<file path="src/rtl/cyber_player_if.sv">
// Signal bundle between the game controller and the emulated key player.
// The controller side drives pacing and difficulty; the player side returns key activity.
interface cyber_player_if;
  logic       enable;
  logic       tick;
  logic [8:0] speed;
  logic       pressed;
  logic       press_pulse;
  logic [7:0] presses;

  modport master (
    output enable, tick, speed,
    input  pressed, press_pulse, presses
  );

  modport slave (
    input  enable, tick, speed,
    output pressed, press_pulse, presses
  );
endinterface

</file>
<file path="src/rtl/cyber_player.sv">
// Emulated key player: an LFSR-driven decision issues timed press/release levels
// whose rising edges each represent exactly one button event.
module cyber_player #(
  parameter int unsigned HOLD_TICKS = 2,
  parameter int unsigned GAP_TICKS  = 1
) (
  input  logic           Clock,
  input  logic           rst_n,
  cyber_player_if.slave  bus
);

  typedef enum logic [1:0] {IDLE, PRESS, GAP} state_t;

  localparam logic [3:0] HOLD_LAST = 4'(HOLD_TICKS - 1);
  localparam logic [3:0] GAP_LAST  = 4'(GAP_TICKS - 1);
  localparam logic [9:0] LFSR_SEED = 10'h001;

  state_t     state_q, state_d;
  logic [3:0] cnt_q, cnt_d;
  logic [9:0] lfsr_q, lfsr_d;
  logic       pressed_q, pressed_d;
  logic       pulse_q, pulse_d;
  logic [7:0] presses_q, presses_d;

  // NOTE: every variable gets a default before any branch, so no path leaves
  // a value unassigned and no latch is inferred.
  always_comb begin
    state_d   = state_q;
    cnt_d     = cnt_q;
    lfsr_d    = lfsr_q;
    pulse_d   = 1'b0;
    presses_d = presses_q;

    if (!bus.enable) begin
      // Pausing abandons any press in progress; a tick on this cycle is ignored.
      state_d = IDLE;
      cnt_d   = '0;
    end else if (bus.tick) begin
      lfsr_d = {lfsr_q[8:0], lfsr_q[9] ^ lfsr_q[6]};
      unique case (state_q)
        IDLE: begin
          // Decision uses the value the LFSR holds before this tick advances it.
          if ({1'b0, bus.speed} > lfsr_q) begin
            state_d = PRESS;
            cnt_d   = '0;
            pulse_d = 1'b1;
            if (presses_q != 8'hFF) presses_d = presses_q + 8'd1;
          end
        end
        PRESS: begin
          if (cnt_q == HOLD_LAST) begin
            state_d = GAP;
            cnt_d   = '0;
          end else begin
            cnt_d = cnt_q + 4'd1;
          end
        end
        GAP: begin
          if (cnt_q == GAP_LAST) begin
            state_d = IDLE;
            cnt_d   = '0;
          end else begin
            cnt_d = cnt_q + 4'd1;
          end
        end
        default: begin
          state_d = IDLE;
          cnt_d   = '0;
        end
      endcase
    end

    pressed_d = (state_d == PRESS);
  end

  // NOTE: sequential state uses non-blocking assignments so every register
  // samples the pre-edge values regardless of statement order.
  always_ff @(posedge Clock or negedge rst_n) begin
    if (!rst_n) begin
      state_q   <= IDLE;
      cnt_q     <= '0;
      lfsr_q    <= LFSR_SEED;
      pressed_q <= 1'b0;
      pulse_q   <= 1'b0;
      presses_q <= '0;
    end else begin
      state_q   <= state_d;
      cnt_q     <= cnt_d;
      lfsr_q    <= lfsr_d;
      pressed_q <= pressed_d;
      pulse_q   <= pulse_d;
      presses_q <= presses_d;
    end
  end

  assign bus.pressed     = pressed_q;
  assign bus.press_pulse = pulse_q;
  assign bus.presses     = presses_q;

endmodule

</file>
<file path="src/flat_wrapper.sv">
// flat-port wrapper written by rule: the top's interface ports become plain ports
module cyber_player_flat 
#(
  parameter int unsigned HOLD_TICKS = 2,
  parameter int unsigned GAP_TICKS  = 1
)
  (Clock, rst_n, bus_enable, bus_tick, bus_speed, bus_pressed, bus_press_pulse, bus_presses);
  cyber_player_if bus_i ();
  input  logic Clock;
  input  logic rst_n;
  input wire logic [$bits(bus_i.enable)-1:0] bus_enable;
  input wire logic [$bits(bus_i.tick)-1:0] bus_tick;
  input wire logic [$bits(bus_i.speed)-1:0] bus_speed;
  output wire logic [$bits(bus_i.pressed)-1:0] bus_pressed;
  output wire logic [$bits(bus_i.press_pulse)-1:0] bus_press_pulse;
  output wire logic [$bits(bus_i.presses)-1:0] bus_presses;
  assign bus_i.enable = bus_enable;
  assign bus_i.tick = bus_tick;
  assign bus_i.speed = bus_speed;
  assign bus_pressed = bus_i.pressed;
  assign bus_press_pulse = bus_i.press_pulse;
  assign bus_presses = bus_i.presses;
  cyber_player #(.HOLD_TICKS(HOLD_TICKS), .GAP_TICKS(GAP_TICKS)) u_core (.Clock(Clock), .rst_n(rst_n), .bus(bus_i));
endmodule
</file>
<file path="config.mk">
export PLATFORM = sky130hd
export DESIGN_NAME = cyber_player_flat
export DESIGN_NICKNAME = d
export VERILOG_FILES = /design/src/rtl/cyber_player_if.sv /design/src/rtl/cyber_player.sv /design/src/flat_wrapper.sv
export SDC_FILE = /design/constraint.sdc
export NUM_CORES = 1
export LEC_CHECK = 0
export ABC_AREA = 1
export CAP_MARGIN = 10
export CORE_UTILIZATION = 40
export CTS_CLUSTER_DIAMETER = 100
export DETAILED_ROUTE_END_ITERATION = 16
export PLACE_DENSITY = 0.61
export SKIP_LAST_GASP = 1
export SYNTH_ARGS = -nofsm -noshare
export SYNTH_HDL_FRONTEND = slang
export SYNTH_SLANG_ARGS = --single-unit
</file>
<file path="constraint.sdc">
create_clock -name Clock -period 2.4 [get_ports Clock]
set_input_delay 0.24 -clock Clock [delete_from_list [all_inputs] [get_ports Clock]]
set_output_delay 0.24 -clock Clock [all_outputs]
set_load 0.1 [all_outputs]
</file>
==> metrics.md <==
| Metric | Value |
|---|---|
| Yosys reg bits | `26` |
| Ys Warns | `0` |
| Global-route wire length before repair | `5.34 mm` |
| CP Capture Point | `u_core.bus.presses[3]` |
| Seq/Total Area, Yosys | `approximately two fifths` |
| Area leader, netlist | `dfrtp_1` |
| Reg2reg path depth | `9` |
| Largest net degree at the start of global routing | `27` |
| Hold Vio Cnt, Final | `0` |
| Post-CTS setup buffers | `0` |
| Crit end category | `flip-flop` |
| Cell Area, Placed | `1930 um^2` |
| Ant diodes | `0` |
| Delay-heaviest family, CP | `simple AND/OR/NAND/NOR gates` |
| Total global-route track usage | `approximately 16%` |
| CP arrival | `1.84 ns` |
| I/O Buffers | `22` |
| Post-DRT Antenna Nets | `0` |
| Total die area | `4430 um^2` |
| Initial DRT Pass Iterations | `4` |
| Gate power share | `between 40% and 50%` |
| Cts repair resizes | `0` |
| Syn_area_per_cell | `between 8 and 9 um^2` |
| Sum of negative setup slack | `0 ns` |
| Max VDD drop | `0.940 mV` |
| Routability cong. | `0.762` |
| RSZ-0062 raised after global routing | `false` |
| Internal power | `0.995 mW` |
| FF-to-FF End | `u_core.bus.presses[3]` |
| Final setup viols | `0` |
| Most common cell in the netlist | `nand2_1` |
| Worst Skew | `0.00366 ns` |
| R2r startpoint | `u_core.lfsr_q[5]` |
| Worst path depth | `9` |
| Synth Area in Adders | `between 10 and 15%` |
| Psw | `0.885 mW` |
| Chip width | `66.6 um` |
| P per Cell Area | `about 940 nW/um^2` |
| Final WL | `2.89 mm` |
| CTS tree | `built` |
| Placed instance count | `275` |
| Top FF cell, synth | `dfrtp_1` |
| Worst path max stage delay | `roughly 0.36 ns` |
| Core area | `about 4000 um^2` |
| Die span in y | `66.6 um` |
| Status | `finished, final reports clean` |
| Fmax | `about 590 MHz` |
| Period utilisation layout | `70.1%` |
| Dpl hpwl | `about 2.2 mm` |
| Buf/Inv on CP | `1` |
| Most frequent cells after synthesis | `52 x nand2_1, 36 x inv_1, 25 x dfrtp_1` |
| Vias in the first global route | `1216` |
| Clock Latency Late Sink | `0.27 ns` |
| EDFF count, synth | `0` |
| Critical path class | `reg -> reg` |
| Clock root buffer master | `clkbuf_8` |
| Max-slew violations | `0` |
| Lkg Pwr | `roughly 1.0 nW` |
| Worst-margin pin slew | `approximately 0.34 ns` |
| R2R setup slack | `around 0.72 ns` |
| Post-Synth Simple-Gate Area | `about 25%` |
| Switching portion of total power | `47.1%` |
| P&R area growth vs syn | `19.7%` |
| Post-synthesis instance total | `204` |
| Synth Area in XOR/XNOR | `under 10%` |
| Mapped Nets | `roughly 230` |
| Initial antenna violation count | `0` |
| Worst slack, placed | `0.436 ns` |
| DRC violation total after the first TritonRoute iteration | `between 50 and 60` |
| Mux share of post-synthesis cell area | `0%` |
| Post-route DRC | `0` |
| # IOs | `23` |
| Routed length per instance | `10.4 um` |
| Top cell type's share of synthesized area | `37.5%` |
| Post-synth cell types | `27` |
| H-Tree Depth | `1` |
| Async SR Flop Fraction | `100%` |
| Largest cells by area after synthesis | `dfrtp_1 37%, ha_1 13%, nand2_1 12%` |
| Startpoint types | `flip-flop` |
| CTS sink cnt | `26` |
| Fillers | `just under 400` |
| Max-Cap Viols | `0` |
| Slew margin rel. | `77.4%` |
| Critical Path Source | `u_core.lfsr_q[5]` |
| CP max stage cell | `dfrtp_1` |
| Fin crit period | `1.68 ns` |
| Nets@finish | `260` |
| Total CTS buffers | `3` |
| Compound-gate portion of the synthesized area | `a little under a tenth` |
| Type of the most critical hold path | `in -> async` |
| Hold Slack | `0.320 ns` |
| Critical path data required time | `2.55 ns` |
| Critical path, cell by cell | `inv_1 -> ha_1 -> nand2_1 -> nor2_1 -> nand3_1 -> nand3_2 -> nand2_4 -> nor3_4 -> o21ai_0` |
| Total gr overflow | `0` |
| Initial Utilization | `41.7%` |
| Proportion of layout cells with a drive suffix above 1 | `14.4%` |
| CTS Buffer Depth | `2` |
| Seq pwr share | `33.8%` |
| Main combinational cell family by area after synthesis | `simple AND/OR/NAND/NOR gates` |
| Clk pin slew, worst setup/hold paths | `0.10 ns` |
| Final cell count without fillers | `279` |
| Power, Total | `1.88 mW` |
| Via count | `1269` |
| Util after Layout | `50.0%` |
| Worst-path fanout max | `8` |
| Setup slack after layout | `between 0.7 and 0.8 ns` |
| Hold buffer count at cts | `0` |
| Site Rows | `23` |
| Clock power share | `19.6%` |
| DR vias/cell | `approximately 4.5` |
| Design area | `2000 um^2` |
| Netlist Area Pre-Place | `between 1500 and 2000 um^2` |
power groups by stage:
stage	clock (mW)	sequential (mW)	combinational (mW)
final	0.368	0.636	0.876
after global routing	0.397	0.654	0.969
after CTS	0.383	0.639	0.889
after detailed placement	0	0.649	0.886
after global placement	0	0.647	0.878
after floorplan	0	0.999	0.329
worst min path at each step:
| stage | startpoint | endpoint | slack, ns | cells after the start |
|---|---|---|---|---|
| after floorplan | rst_n | u_core.bus.press_pulse | -0.06 | 0 |
| after global placement | u_core.lfsr_q[4] | u_core.lfsr_q[4] | 0.47 | 2 |
| after detailed placement | u_core.lfsr_q[4] | u_core.lfsr_q[4] | 0.48 | 2 |
| after CTS | rst_n | u_core.bus.presses[2] | 0.33 | 2 |
| after global routing | rst_n | u_core.bus.presses[2] | 0.36 | 2 |
| final | rst_n | u_core.bus.presses[2] | 0.32 | 2 |
worst register-to-register path, cell delays in order, from the launching register on:
cell	delay, ns
dfrtp_1	0.36
inv_1	0.06
ha_1	0.28
nand2_1	0.07
nor2_1	0.15
nand3_1	0.11
nand3_2	0.10
nand2_4	0.08
nor3_4	0.25
o21ai_0	0.13
cells in the final DEF (no fill, tap or decap):
master            n
a21boi_2          1
a21oi_1           4
a31oi_1           1
and3_1            1
buf_4            12
bufinv_16         1
clkbuf_8          3
clkdlybuf4s50_1  12
dfrtp_1          25
dfstp_2           1
ha_1             17
inv_1            36
inv_2             2
nand2_1          52
nand2_2           2
nand2_4           2
nand3_1           8
nand3_2           3
nand4_1           2
nor2_1            7
nor2_2            1
nor2_4            2
nor3_4            2
nor4_1            1
o2111ai_1         1
o21ai_0          20
o21ai_2           1
xnor2_1           3
xor2_1            6
routing by layer:
layer / track usage (%) / routed length, um / up-vias
met2: 25.8 / 1330 / 12
li1: - / - / 689
met4: 3.19 / 17 / 0
met3: 3.60 / 83 / 2
met1: 21.4 / 1460 / 566
met5: 0 / 0 / -
cell type report:
class / count / area (um^2) / area share (%)
inverter: 38 / 143 / 7.14
sequential: 26 / 652 / 32.6
multi-input combinational: 137 / 860 / 43.0
clock buffer: 3 / 41.3 / 2.07
clock inverter: 1 / 30.0 / 1.50
tap: 50 / 62.6 / 3.13
timing repair buffer: 24 / 210 / 10.5
sequential cells by signal (all words and copies together) (netlist names):
name                    count
u_core.bus.press_pulse      1
u_core.bus.pressed          1
u_core.bus.presses          8
u_core.cnt_q                4
u_core.lfsr_q              10
u_core.state_q              2
cells by family after synthesis:
group                    after synthesis
XOR/XNOR                               9
adder cells (fa/ha/maj)               17
flip-flops                            26
buffers and inverters                 41
AND/OR/NAND/NOR                       83
AO/OA/AOI/OAI                         28
Power figures use the tool's default switching activity.
